$ cat src/rtl/gate_pkg.sv
// Purpose: shared op-code type and constants for the gate_pipe bitwise pipeline.
// Latency: n/a (declarations only).
// Backpressure: n/a.
package gate_pkg;

  typedef logic [2:0] op_t;

  localparam op_t OP_NOT  = 3'b000;  // ~a
  localparam op_t OP_AND  = 3'b001;  // a & b
  localparam op_t OP_OR   = 3'b010;  // a | b
  localparam op_t OP_XOR  = 3'b011;  // a ^ b
  localparam op_t OP_NAND = 3'b100;  // ~(a & b)
  localparam op_t OP_NOR  = 3'b101;  // ~(a | b)
  localparam op_t OP_XNOR = 3'b110;  // ~(a ^ b)
  localparam op_t OP_BUF  = 3'b111;  // a

endpackage

$ cat src/rtl/gate_pipe_stage.sv
// Purpose: one valid/ready register slice carrying a DW-bit payload.
// Latency: 1 cycle from accept to out_vld.
// Backpressure: in_rdy = empty or draining this cycle (combinational from out_rdy).
//
// Ports:
//   clk, rst_n        clock, async active-low reset
//   in_vld/in_rdy     upstream handshake, in_dat payload
//   out_vld/out_rdy   downstream handshake, out_dat payload
module gate_pipe_stage #(
  parameter int DW = 8
) (
  input  logic          clk,
  input  logic          rst_n,
  input  logic          in_vld,
  output logic          in_rdy,
  input  logic [DW-1:0] in_dat,
  output logic          out_vld,
  input  logic          out_rdy,
  output logic [DW-1:0] out_dat
);

  logic          vld_q;
  logic [DW-1:0] dat_q;

  assign in_rdy  = !vld_q || out_rdy;
  assign out_vld = vld_q;
  assign out_dat = dat_q;

  // Payload only loads on an accepted beat, so an emptied slice keeps the
  // last value that passed through it.
  always_ff @(posedge clk or negedge rst_n) begin
    if (!rst_n) begin
      vld_q <= 1'b0;
      dat_q <= '0;
    end else begin
      if (in_rdy) begin
        vld_q <= in_vld;
      end
      if (in_vld && in_rdy) begin
        dat_q <= in_dat;
      end
    end
  end

endmodule

$ cat src/rtl/gate_pipe.sv
// Purpose: bitwise logic-op unit (NOT/AND/OR/XOR/NAND/NOR/XNOR/BUF) behind a STAGES-deep valid/ready pipe.
// Latency: STAGES cycles from accept to out_valid with out_ready high; one beat per cycle sustained.
// Backpressure: out_ready low stalls the pipe in place; in_ready falls once every stage is full.
//
// Ports:
//   clk, rst_n              clock, async active-low reset
//   in_valid/in_ready       operand beat handshake; op, a, b sampled with it
//   out_valid/out_ready     result beat handshake; y result, out_op producing op
//   op_count                saturating count of output handshakes
module gate_pipe
  import gate_pkg::*;
#(
  parameter int WIDTH  = 8,
  parameter int STAGES = 2
) (
  input  logic             clk,
  input  logic             rst_n,
  input  logic             in_valid,
  output logic             in_ready,
  input  logic [2:0]       op,
  input  logic [WIDTH-1:0] a,
  input  logic [WIDTH-1:0] b,
  output logic             out_valid,
  input  logic             out_ready,
  output logic [WIDTH-1:0] y,
  output logic [2:0]       out_op,
  output logic [15:0]      op_count
);

  typedef struct packed {
    op_t              op;
    logic [WIDTH-1:0] y;
  } beat_t;

  localparam int DW = $bits(beat_t);

  beat_t res_c;

  // The result is formed once, ahead of the first register; later stages
  // only move it along.
  always_comb begin
    res_c.op = op;
    res_c.y  = ~a;
    case (op)
      OP_NOT:  res_c.y = ~a;
      OP_AND:  res_c.y = a & b;
      OP_OR:   res_c.y = a | b;
      OP_XOR:  res_c.y = a ^ b;
      OP_NAND: res_c.y = ~(a & b);
      OP_NOR:  res_c.y = ~(a | b);
      OP_XNOR: res_c.y = ~(a ^ b);
      OP_BUF:  res_c.y = a;
    endcase
  end

  // Each stage gets its own handshake nets so the ready chain, which runs
  // back from out_ready, is a set of distinct signals rather than bits of
  // one vector feeding each other.
  for (genvar k = 0; k < STAGES; k++) begin : g_st
    logic  s_in_rdy;
    logic  s_vld;
    beat_t s_dat;
    logic  s_up_vld;
    beat_t s_up_dat;
    logic  s_dn_rdy;

    if (k == 0) begin : g_head
      assign s_up_vld = in_valid;
      assign s_up_dat = res_c;
    end else begin : g_body
      assign s_up_vld = g_st[k-1].s_vld;
      assign s_up_dat = g_st[k-1].s_dat;
    end

    if (k == STAGES - 1) begin : g_tail
      assign s_dn_rdy = out_ready;
    end else begin : g_mid
      assign s_dn_rdy = g_st[k+1].s_in_rdy;
    end

    gate_pipe_stage #(
      .DW(DW)
    ) u_stage (
      .clk     (clk),
      .rst_n   (rst_n),
      .in_vld  (s_up_vld),
      .in_rdy  (s_in_rdy),
      .in_dat  (s_up_dat),
      .out_vld (s_vld),
      .out_rdy (s_dn_rdy),
      .out_dat (s_dat)
    );
  end

  assign in_ready  = g_st[0].s_in_rdy;
  assign out_valid = g_st[STAGES-1].s_vld;
  assign y         = g_st[STAGES-1].s_dat.y;
  assign out_op    = g_st[STAGES-1].s_dat.op;

  // Saturating handshake counter: sticks at all-ones instead of wrapping.
  always_ff @(posedge clk or negedge rst_n) begin
    if (!rst_n) begin
      op_count <= '0;
    end else if (out_valid && out_ready && (op_count != 16'hFFFF)) begin
      op_count <= op_count + 16'd1;
    end
  end

endmodule

$ cat config.mk
export PLATFORM = sky130hd
export DESIGN_NAME = gate_pipe
export DESIGN_NICKNAME = d
export VERILOG_FILES = /design/src/rtl/gate_pkg.sv /design/src/rtl/gate_pipe_stage.sv /design/src/rtl/gate_pipe.sv
export SDC_FILE = /design/constraint.sdc
export NUM_CORES = 1
export LEC_CHECK = 0
export ABC_AREA = 0
export ABC_CLOCK_PERIOD_IN_PS = 2200
export CAP_MARGIN = 20
export CORE_ASPECT_RATIO = 0.75
export CORE_UTILIZATION = 40
export CTS_BUF_LIST = sky130_fd_sc_hd__clkbuf_4 sky130_fd_sc_hd__clkbuf_8 sky130_fd_sc_hd__clkbuf_16
export DETAILED_ROUTE_END_ITERATION = 7
export DONT_BUFFER_PORTS = 1
export PLACE_DENSITY = 0.63
export SYNTH_ARGS = -nofsm -noshare
export SYNTH_HDL_FRONTEND = slang
export SYNTH_HIERARCHICAL = 1
export SYNTH_SLANG_ARGS = --single-unit
$ cat constraint.sdc
create_clock -name clk -period 2.2 [get_ports clk]
set_input_delay 0.44 -clock clk [delete_from_list [all_inputs] [get_ports clk]]
set_output_delay 0.44 -clock clk [all_outputs]
set_load 0.05 [all_outputs]
# [Word-level counts from Yosys, hierarchy flattened]
# Cells that the tools add are included.
[classes] add_sub_neg=1 n_eq_ne=8 n_mux=1 bitwise_logic=7 reduce_logical=9
[ops] op="8-bit case mux with 8 select lines" count=1
[ops] op="8-bit inverter" count=4
[ops] op="16-bit by 1-bit adder with 16-bit output (second input constant)" count=1
[ops] op="16-bit inequality test (second input constant)" count=1
[ops] op="3-bit == test (second input constant)" count=4
[ops] op="8-bit bitwise AND" count=1
[ops] op="8-bit OR" count=1
[ops] op="8-bit bitwise XOR" count=1
[ops] op="3-bit by 2-bit == test with 1-bit output (second input constant)" count=2
[ops] op="1-bit logical AND" count=4
[ops] op="3-bit by 1-bit == test with 1-bit output (second input constant)" count=1
[ops] op="3-bit logical NOT" count=1
[ops] op="1-bit logical NOT" count=2
[ops] op="1-bit logical OR" count=2
[word_totals] register_bits=40 in_bits=23 word_cells=31

# [Longest topological paths before layout]
[logic_depth] ltp_word=4 mapped_depth=7 depth_no_buf=7

# [Hierarchy]
# Netlist, hierarchy kept.
[by_module_without_submodules] module="gate_pipe" n_inst=1 cells_each=199 area_per_inst_um2=1646.6
[by_module_without_submodules] module="gate_pipe_stage" n_inst=2 cells_each=27 area_per_inst_um2=514.2

# [Least setup slack after synthesis]
# Ideal clock, no wire load.
[synth_path] kind="register to register" startpoint="register g_st[1].u_stage.vld_q" endpoint="register op_count[13]" arrival_time_ps=1878 required_time_ps=2118 setup_slack_ps=240 path_stages_with_launch=5 n_path_buf=0 cell_sequence="dfrtp_1 and4_1 or4b_4 nor4b_2 xor2_1"
[synth_between] elab_chain_cells=2
[synth_rtl] item="from (decl)" line_no="gate_pipe_stage.sv:22" text="logic vld_q;"
[synth_rtl] item="from (signal assigned)" line_no="gate_pipe_stage.sv:37" text="vld_q <= in_vld;"
[synth_rtl] item="1-bit logical AND (2 in series)" line_no="gate_pipe.sv:104" text="end else if (out_valid && out_ready && (op_count != 16'hFFFF)) begin"
[synth_rtl] item="to (signal assigned)" line_no="gate_pipe.sv:105" text="op_count <= op_count + 16'd1;"
[synth_rtl] item="to (decl)" line_no="gate_pipe.sv:27" text="output logic [15:0] op_count"
# No other way between the ends.
# A chain may end at the register's enable or synchronous reset.

# [Final worst setup path]
[layout_path] startpoint="register op_count[1]" endpoint="register op_count[1]"
[layout_between] elab_chain_cells=2 elab_cells_between_ends=3 cone_classes="add/sub (1); eq/ne (1); reduce/logical (1)"
[layout_rtl] item="branches (longest 2 deep; another with 16-bit by 1-bit adder with 16-bit output)"
# Parallel ways; which one is timed is not known.

==> impl_results.md <==
* Status: finished, final reports clean
* Instance area at placement at 2830 um2
* Tightest Pin Transition at 0.520 ns
* Hold path cells at 1
* Syn. warnings at 6
* Total track usage at 16.7%
* CP Class: flip-flop to flip-flop
* Post-synth EDFFs at 0
* Post-CTS sizing at 0
* Row cnt at 25
* Antenna diodes at 0
* Slew headroom at 65.3%
* Vias/cell at 5.57
* Hold Path Origin: in_valid
* RSZ-0062 raised after global routing: no
* Post-synthesis cell type count at 52
* Post-place setup slack at 0.445 ns
* Full die area at 7020 um2
* Flip-flop and latch area at 1000 um2
* NumNets Final at 308
* Antenna viol nets, final at 0
* Multi-input gate area at 1520 um2
* Detailed placer's ending HPWL at 4.03 mm
* Largest net degree at the start of global routing at 41
* Setup violators final at 0
* Clk slew on worst S/H paths at 0.07 ns
* Final WS setup at 0.479 ns
* Residual DRC at 0
* Final Max Tran Viols at 0
* Syn nets at 293
* Vias in the first global route at 1933
* Post-CTS setup buffer count at 0
* R2r setup slk at 0.48 ns
* First-pass GRT wire length at 9.13 mm
* Clock buffer depth at 2
* IO buf count at 0
* Gate Count Post-Synth at 253
* Area leader, netlist: dfrtp_1
* Pleak at 1.43 nW
* Top-area cell type share of the netlist area at 37.4%
* Post-synthesis sequential area ratio at 37.4%
* Worst Hold Path EP: g_st[0].u_stage/out_vld
* GPL Wtd Cong at 0.778
* Die Width at 96.4 um
* Top cells by area, synth: dfrtp_1 37%, mux2_4 11%, ha_1 8.0%, xor2_1 2.9%, inv_1 2.7%
* Seq cells post-synth at 40
* 1st-iter DRT viols at 90
* Final Hold Fails at 0
* Die height at 72.8 um
* WP data arrival at 1.88 ns
* Setup crit end kind: flip-flop
* Fin crit share at 78.2%
* Core area at 6380 um2
* Clock sinks at 40
* Clock buffer count from CTS at 5
* Max-Cap Viols at 0
* # fillers at 617
* Final std cells w/o fill at 350
* F_max at 581 MHz
* Io pins at 52
* FFs w/ async S/R, synth at 100%
* Design Area, Final at 2990 um2
* CP startpoint: op_count[1]
* TritonCTS clock tree: yes
* Wire per inst at 15.3 um
* Post-Syn Area per Cell at 10.6 um2
* R2R depth at 5
* Worst-Skew Late Latency at 0.28 ns
* Crit path launch type: flip-flop
* CTS H-tree lvls at 2
* Reg2reg end: op_count[1]
* Root Buffer: clkbuf_8
* PwrDens at 921 nW/um2
* Worst R2R Start: op_count[1]
* Proportion of layout cells with a drive suffix above 1 at 23.8%
* Setup_tns at 0 ns
* Routed vias at 1951
* CP required at 2.36 ns
* Most frequent cells in the layout: 40 x dfrtp_1, 20 x mux2_4, 19 x inv_1
* 1st-pass router iterations at 4
* Maximum VDD drop at 0.466 mV
* Final Util at 46.8%
* Hold Path Class: primary input to flip-flop
* Cell Area, Synth at 2680 um2
* Clock Skew at 0.00918 ns
* Initial antenna violation count at 0
* Placed cell count at 340
* Commonest non-fill, non-tap cell in the layout: dfrtp_1
* Grt ovf at 0
* Worst-path fanout max at 4
* Final min period at 1.72 ns
* Primary FF master, synth: dfrtp_1
* Area Overhead vs Synth at 11.7%
* Starting Density at 41.9%
* Final wirelength at 5.37 mm
* CTS Hold Bufs at 2
==> cell type report <==
type                            count  area share (%)
Multi-Input combinational cell    181            50.9
Clock buffer                        7            3.22
Timing Repair Buffer               20            5.53
Inverter                           20            2.51
Tap cell                           81            3.39
Sequential cell                    40            33.5
Clock inverter                      1            1.00
==> metal layers <==
metal,GRT usage (%),up-vias,wire length [um]
met2,24.7,55,2280
met5,0,-,0
met4,4.25,0,74
met1,24.2,950,2700
li1,-,940,-
met3,4.38,6,313
==> Yosys cell counts, types with 2 or more instances <==
| cell | instances |
|---|---|
| dfrtp_1 | 40 |
| mux2_4 | 20 |
| inv_1 | 19 |
| ha_1 | 17 |
| nand2_1 | 17 |
| nor2_1 | 15 |
| o21ai_0 | 11 |
| a21oi_1 | 9 |
| nand3_1 | 9 |
| xor2_1 | 9 |
| clkbuf_1 | 8 |
| a211oi_1 | 6 |
| nor3_1 | 6 |
| nand4_1 | 4 |
| a32oi_1 | 3 |
| mux2_2 | 3 |
| mux4_2 | 3 |
| nor4_1 | 3 |
| o211a_1 | 3 |
| o22ai_1 | 3 |
| a211o_1 | 2 |
| a311o_1 | 2 |
| buf_12 | 2 |
| mux2i_1 | 2 |
| nand2_4 | 2 |
| nand2b_1 | 2 |
| nand2b_4 | 2 |
| o211ai_1 | 2 |
| o21a_1 | 2 |
| o31ai_1 | 2 |
| or2b_1 | 2 |
| or3_1 | 2 |
| xnor2_1 | 2 |
==> worst max-delay path by stage <==
stage                                 endpoint  slack, ns
floorplan                         op_count[13]       0.24
global placement    g_st[0].u_stage/out_dat[7]       0.45
detailed placement  g_st[0].u_stage/out_dat[7]       0.45
CTS                               op_count[15]       0.47
global route                       op_count[1]       0.34
finish                             op_count[1]       0.48
==> per-stage QoR <==
stage	power, mW	hold WS, ns
floorplan	1.93	0.144
global placement	2.09	0.146
detailed placement	2.11	0.146
CTS	2.79	0.247
global route	2.91	0.247
finish	2.75	0.256
==> flip-flops by register name (all words and copies together), names as in the netlist <==
name and cells:
op_count 16, g_st.u_stage/out_vld 2, g_st.u_stage/out_dat 22
==> kinds of logic after synthesis <==
| logic type | synth area share, % |
|---|---|
| and+or+nand+nor | 16.9 |
| AOI/OAI and AO/OA | 12.6 |
| DFF | 37.4 |
| buffers and inverters | 5.75 |
| muxes | 15.8 |
| adders and majority gates | 7.95 |
| xor gates and xnor gates | 3.60 |
==> critical path, stage by stage (launching register included) <==
cell and delay [ns]:
dfrtp_1 0.38, ha_1 0.23, nand3_1 0.16, nor4_1 0.42, nor2_1 0.13, mux2_2 0.29
==> where the power goes <==
part           total (mW)  switching (mW)  internal (mW)
sequential           1.27           0.370          0.901
clock               0.644           0.244          0.400
combinational       0.840           0.478          0.362
No activity file was read; power rests on OpenSTA's default activity.
